<file path="config.mk">
export PLATFORM = sky130hd
export DESIGN_NAME = fpu_issuer
export DESIGN_NICKNAME = d
export VERILOG_FILES = /design/src/rtl/fpu_issuer.sv
export SDC_FILE = /design/constraint.sdc
export NUM_CORES = 1
export LEC_CHECK = 0
export CORE_MARGIN = 8
export CORE_UTILIZATION = 54
export CTS_BUF_LIST = sky130_fd_sc_hd__clkbuf_4 sky130_fd_sc_hd__clkbuf_8 sky130_fd_sc_hd__clkbuf_16
export DETAILED_ROUTE_END_ITERATION = 10
export GPL_TIMING_DRIVEN = 0
export PLACE_DENSITY = 0.84
export SLEW_MARGIN = 0
export SYNTH_ARGS = -nofsm -noshare
export SYNTH_HDL_FRONTEND = slang
export SYNTH_SLANG_ARGS = --single-unit
</file>
<file path="constraint.sdc">
create_clock -name clk -period 4.9 [get_ports clk]
set_clock_uncertainty 0.15 [all_clocks]
set_input_delay 0.49 -clock clk [delete_from_list [all_inputs] [get_ports clk]]
set_output_delay 0.49 -clock clk [all_outputs]
set_load 0.01 [all_outputs]
</file>
<file path="src/rtl/fpu_issuer.sv">
// Command-side driver for the bfloat16 fpu: credit-limited issue, fixed-latency capture, response FIFO.
// Optional build macro FPU_ISSUER_STATS_EN adds saturating op/overflow counters (stat_ops_o, stat_ovf_o).
module fpu_issuer #(
  parameter int DATA_WIDTH  = 16,
  parameter int MODE_WIDTH  = 2,
  parameter int FPU_LATENCY = 1,
  parameter int FIFO_DEPTH  = 4
) (
  input  logic                  clk,
  input  logic                  rst_n,
  input  logic                  cmd_valid_i,
  output logic                  cmd_ready_o,
  input  logic [MODE_WIDTH-1:0] cmd_mode_i,
  input  logic [DATA_WIDTH-1:0] cmd_in1_i,
  input  logic [DATA_WIDTH-1:0] cmd_in2_i,
  input  logic                  flush_i,
  output logic [MODE_WIDTH-1:0] fpu_mode_o,
  output logic [DATA_WIDTH-1:0] fpu_in1_o,
  output logic [DATA_WIDTH-1:0] fpu_in2_o,
  input  logic [DATA_WIDTH-1:0] fpu_out_i,
  input  logic                  fpu_overflow_i,
  output logic                  rsp_valid_o,
  input  logic                  rsp_ready_i,
  output logic [DATA_WIDTH-1:0] rsp_data_o,
  output logic                  rsp_overflow_o,
  output logic                  busy_o
`ifdef FPU_ISSUER_STATS_EN
  ,
  output logic [15:0]           stat_ops_o,
  output logic [15:0]           stat_ovf_o
`endif
);

  localparam int CW = $clog2(FIFO_DEPTH) + 1;
  localparam int PW = $clog2(FIFO_DEPTH);
  localparam int SW = $clog2(FIFO_DEPTH + FPU_LATENCY + 2) + 1;

  typedef enum logic [1:0] {IDLE, ACTIVE, FLUSH} state_e;

  state_e                state_q, state_d;
  logic [FPU_LATENCY:0]  vld_pipe_q;
  logic [CW-1:0]         count_q, count_d;
  logic [PW-1:0]         wr_ptr_q, wr_ptr_d, rd_ptr_q, rd_ptr_d;
  logic [DATA_WIDTH:0]   mem_q [FIFO_DEPTH];
  logic [SW-1:0]         inflight, used;
  logic                  accept, push, pop;

  assign rsp_valid_o    = (count_q != '0);
  assign rsp_data_o     = mem_q[rd_ptr_q][DATA_WIDTH-1:0];
  assign rsp_overflow_o = mem_q[rd_ptr_q][DATA_WIDTH];
  assign busy_o         = (state_q != IDLE);

  // A pop this cycle returns its credit immediately, so a full FIFO being drained still accepts.
  always_comb begin
    inflight = '0;
    for (int i = 0; i <= FPU_LATENCY; i++) inflight = inflight + SW'(vld_pipe_q[i]);
    pop         = rsp_valid_o & rsp_ready_i;
    used        = inflight + SW'(count_q) - SW'(pop);
    cmd_ready_o = (state_q != FLUSH) & ~flush_i & (used < SW'(FIFO_DEPTH));
    accept      = cmd_valid_i & cmd_ready_o;
    push        = vld_pipe_q[FPU_LATENCY] & (state_q != FLUSH) & ~flush_i;
  end

  always_comb begin
    state_d  = state_q;
    count_d  = count_q + CW'(push) - CW'(pop);
    wr_ptr_d = wr_ptr_q + PW'(push);
    rd_ptr_d = rd_ptr_q + PW'(pop);
    case (state_q)
      IDLE:    if (accept) state_d = ACTIVE;
      ACTIVE:  if (vld_pipe_q == '0 && count_q == '0 && !accept) state_d = IDLE;
      FLUSH:   if (vld_pipe_q == '0) state_d = IDLE;
      default: state_d = IDLE;
    endcase
    if (flush_i) begin
      state_d  = FLUSH;
      count_d  = '0;
      wr_ptr_d = '0;
      rd_ptr_d = '0;
    end
  end

  always_ff @(posedge clk) begin
    if (!rst_n) begin
      state_q    <= IDLE;
      vld_pipe_q <= '0;
      count_q    <= '0;
      wr_ptr_q   <= '0;
      rd_ptr_q   <= '0;
      fpu_mode_o <= '0;
      fpu_in1_o  <= '0;
      fpu_in2_o  <= '0;
      for (int i = 0; i < FIFO_DEPTH; i++) mem_q[i] <= '0;
    end else begin
      state_q  <= state_d;
      count_q  <= count_d;
      wr_ptr_q <= wr_ptr_d;
      rd_ptr_q <= rd_ptr_d;
      vld_pipe_q[0] <= accept;
      for (int i = 1; i <= FPU_LATENCY; i++) vld_pipe_q[i] <= vld_pipe_q[i-1];
      // Operands stay on the fpu ports between commands.
      if (accept) begin
        fpu_mode_o <= cmd_mode_i;
        fpu_in1_o  <= cmd_in1_i;
        fpu_in2_o  <= cmd_in2_i;
      end
      if (push) mem_q[wr_ptr_q] <= {fpu_overflow_i, fpu_out_i};
    end
  end

`ifdef FPU_ISSUER_STATS_EN
  always_ff @(posedge clk) begin
    if (!rst_n) begin
      stat_ops_o <= '0;
      stat_ovf_o <= '0;
    end else begin
      if (accept && stat_ops_o != 16'hFFFF) stat_ops_o <= stat_ops_o + 16'd1;
      if (push && fpu_overflow_i && stat_ovf_o != 16'hFFFF) stat_ovf_o <= stat_ovf_o + 16'd1;
    end
  end
`endif

endmodule

</file>
==> metrics.md <==
| Metric | Value |
|---|---|
| Final std cells w/o fill | `639` |
| First-pass GRT wire length | `18300 um` |
| Layout net count | `577` |
| Worst hold path class | `reg -> reg` |
| Post-Place Cells | `607` |
| Number of iterations in the first detailed-routing pass | `4` |
| Setup WS pre-CTS | `1.29 ns` |
| Crit start category | `flop` |
| Sequential element share of the synthesized area | `59.3%` |
| Yosys top cell area share | `41.2%` |
| Fin. Hold Viols | `0` |
| Post-CTS sizing | `0` |
| DR WL/cell | `17.8 um` |
| Post-route setup slack | `1.10 ns` |
| Power per Cell Area | `367 nW/um2` |
| Remaining DRCs | `0` |
| Die height | `112 um` |
| RSZ-0062 raised after global routing | `no` |
| Core area | `9060 um2` |
| Clk root buf | `clkbuf_8` |
| Total grt overflow | `0` |
| Worst EP required | `4.26 ns` |
| Overall via count from detail_route | `3320` |
| Post-Syn Instances | `385` |
| Die footprint | `12500 um2` |
| Worst-margin pin slew | `0.941 ns` |
| CTS Buf Count | `17` |
| # Max-Cap Violations | `0` |
| Crit path max-delay cell type | `clkdlybuf4s50_1` |
| Largest delay share family, worst path | `simple AND/OR/NAND/NOR gates` |
| Cell Chain, Critical Path | `or3_1 -> nand2_1 -> or2_2 -> ha_1 -> a21oi_1 -> a21oi_1 -> o31a_2 -> clkdlybuf4s50_1` |
| Synth Cell Area | `4960 um2` |
| Max Slew Vio Count | `0` |
| Number of setup buffers added after CTS | `0` |
| Vias in the first global route | `3655` |
| Total design power | `2500 uW` |
| Setup crit end kind | `output pin` |
| Grt peak-use layer | `met2` |
| Register area | `2940 um2` |
| Crit path DAT | `3.16 ns` |
| Commonest non-fill, non-tap cell in the layout | `clkdlybuf4s50_1` |
| Final ANT Viol Nets | `0` |
| RD Place Congestion | `0.790` |
| Cell Rows | `35` |
| Post-synthesis simple-gate area fraction | `18.9%` |
| Fraction of layout cells with a size suffix above 1 | `13.8%` |
| Layout area overhead | `37.4%` |
| Area of the multi-input gates | `1860 um2` |
| Ranking of synthesized cells by area | `edfxtp_1, dfxtp_1, and2_1` |
| CP max FO | `5` |
| #FFs+latches synth | `113` |
| Largest net degree at the start of global routing | `18` |
| CTS tree | `yes` |
| Slew margin rel. | `37.3%` |
| Compound-Gate Fraction of Synth Area | `1.36%` |
| Post-DP HPWL | `8000 um` |
| Met3 usage | `9.15%` |
| Leak | `0.00272 uW` |
| Starting Density | `54.7%` |
| Max VDD drop | `0.000288 V` |
| Post-synthesis xor/xnor area fraction | `0.883%` |
| Yosys warns | `0` |
| Final worst-path cycle share | `77.6%` |
| Met1 Track Usage GR | `19.4%` |
| Largest family of logic cells by synthesized area | `simple AND/OR/NAND/NOR gates` |
| Area share of fa/ha/maj cells after synthesis | `1.67%` |
| Ant diodes | `0` |
| Initial antenna violation count | `0` |
| Area leader, netlist | `edfxtp_1` |
| H-tree levels | `4` |
| # fillers | `554` |
| Deepest clock path buffer count | `2` |
| Clk slew on worst S/H paths | `0.06 ns` |
| FMAX | `263 MHz` |
| GRT met2 Usage | `32.5%` |
| # setup viols final | `0` |
| Vias per cell | `5.20` |
| Status | `complete, no violations` |
| Total Neg Setup Slack | `0 ns` |
| IO buf count | `109` |
| Global-route usage over all layers | `18.7%` |
| Slowest stage delay, CP | `0.49 ns` |
| Clock latency on the worst-skew pair | `0.51 ns` |
| IO Pins | `110` |
| Detailed router's first-iteration violation count | `103` |
| CP Class | `reg -> out` |
| Clock sinks | `113` |
| Post-Route WL | `11400 um` |
| Tmin final | `3.80 ns` |
| Post-synth cell types | `40` |
| Top cell by count, worst path | `a21oi_1` |
| Hold-fix buffers at CTS | `0` |
| Die W | `112 um` |
| Syn avg cell area | `12.9 um2` |
| Multiplexer share of the synthesized area | `14.6%` |
| Crit path buffers/inverters | `1` |
| Syn Nets | `447` |
| Most frequent cells in the layout | `clkdlybuf4s50_1, nand2_1, and2_1, edfxtp_1, dfxtp_1` |
## Yosys cell counts, drive strengths merged
cell and number:
nand2 73, and2 71, edfxtp 68, dfxtp 45
mux2i 34, mux4 17, clkbuf 13, buf 8
nor2 7, nand2b 6, ha 5, inv 5
xor2 4, a21oi 3, and3 3, nand3 3
nor3 3, nor3b 3, o21ai 2, o31ai 2
or2 2, a211oi 1, and2b 1, and3b 1
fa 1, nor2b 1, o31a 1, or3 1
xnor2 1
## logic make-up (layout without fill, tap and decap cells)
logic type / Yosys count / count (layout)
adders and majority gates: 6 / 6
muxes: 51 / 51
buffers and inverters: 26 / 169
xor gates and xnor gates: 5 / 5
AOI/OAI and AO/OA: 9 / 9
DFF: 113 / 113
and+or+nand+nor: 175 / 175
## cell type report
type                            instances  area share (%)
Buffer                                 21            2.09
Clock buffer                           17            6.08
Clock inverter                         15            2.66
Inverter                                5           0.275
Multi-Input combinational cell        246            27.3
Sequential cell                       113            43.2
Tap cell                              111            2.04
Timing Repair Buffer                  111            16.3
## routing by layer
| layer | share of wire, % | wire length, um |
|---|---|---|
| met5 | 0 | 0 |
| met1 | 39 | 4480 |
| met4 | 0.94 | 107 |
| met2 | 49 | 5630 |
| met3 | 10 | 1170 |
## worst register-to-register path: stages, from the launching register on
cell and delay, ns:
dfxtp_1 0.40, or3_1 0.22, nand2_1 0.17, or2_2 0.33
ha_1 0.31, a21oi_1 0.24, a21oi_1 0.14, o31ai_2 0.27
buf_6 0.22, buf_12 0.16, mux2i_1 0.21
## worst paths after layout
kind                           start                    endpoint  slack [ns]  cells after the start
max            count_q[1]$_SDFF_PP0_                 cmd_ready_o        1.10                      8
min          state_q[1]$_SDFFE_PN0P_     state_q[0]$_SDFFE_PP0P_        0.31                      1
max reg2reg    count_q[1]$_SDFF_PP0_  fpu_in2_o[13]$_SDFFE_PN0P_        1.98                     10
min reg2reg  state_q[1]$_SDFFE_PN0P_     state_q[0]$_SDFFE_PP0P_        0.31                      1
## sequential cells by signal, summed over array words and instances (netlist names)
| register | flops |
|---|---|
| count_q | 3 |
| fpu_in1_o | 16 |
| fpu_in2_o | 16 |
| fpu_mode_o | 2 |
| mem_q | 68 |
| rd_ptr_q | 2 |
| state_q | 2 |
| vld_pipe_q | 2 |
| wr_ptr_q | 2 |
## stage by stage
step | hold WS, ns | area [um2] | util, %
6_report | 0.311 | 6810 | 75.2
3_3_place_gp | 0.293 | 6190 | 68.3
4_1_cts | 0.315 | 6810 | 75.2
5_1_grt | 0.326 | 6810 | 75.2
2_1_floorplan | 0.279 | 4960 | -
3_5_place_dp | 0.304 | 6220 | 68.6
## power breakdown
group / total (uW) / leakage [uW] / switching, uW / internal, uW
logic: 211 / 0.00137 / 91.2 / 120
registers: 1060 / 0.00107 / 16.0 / 1040
clock network: 1230 / 0.000279 / 448 / 778
(Power assumes the default switching activity.)
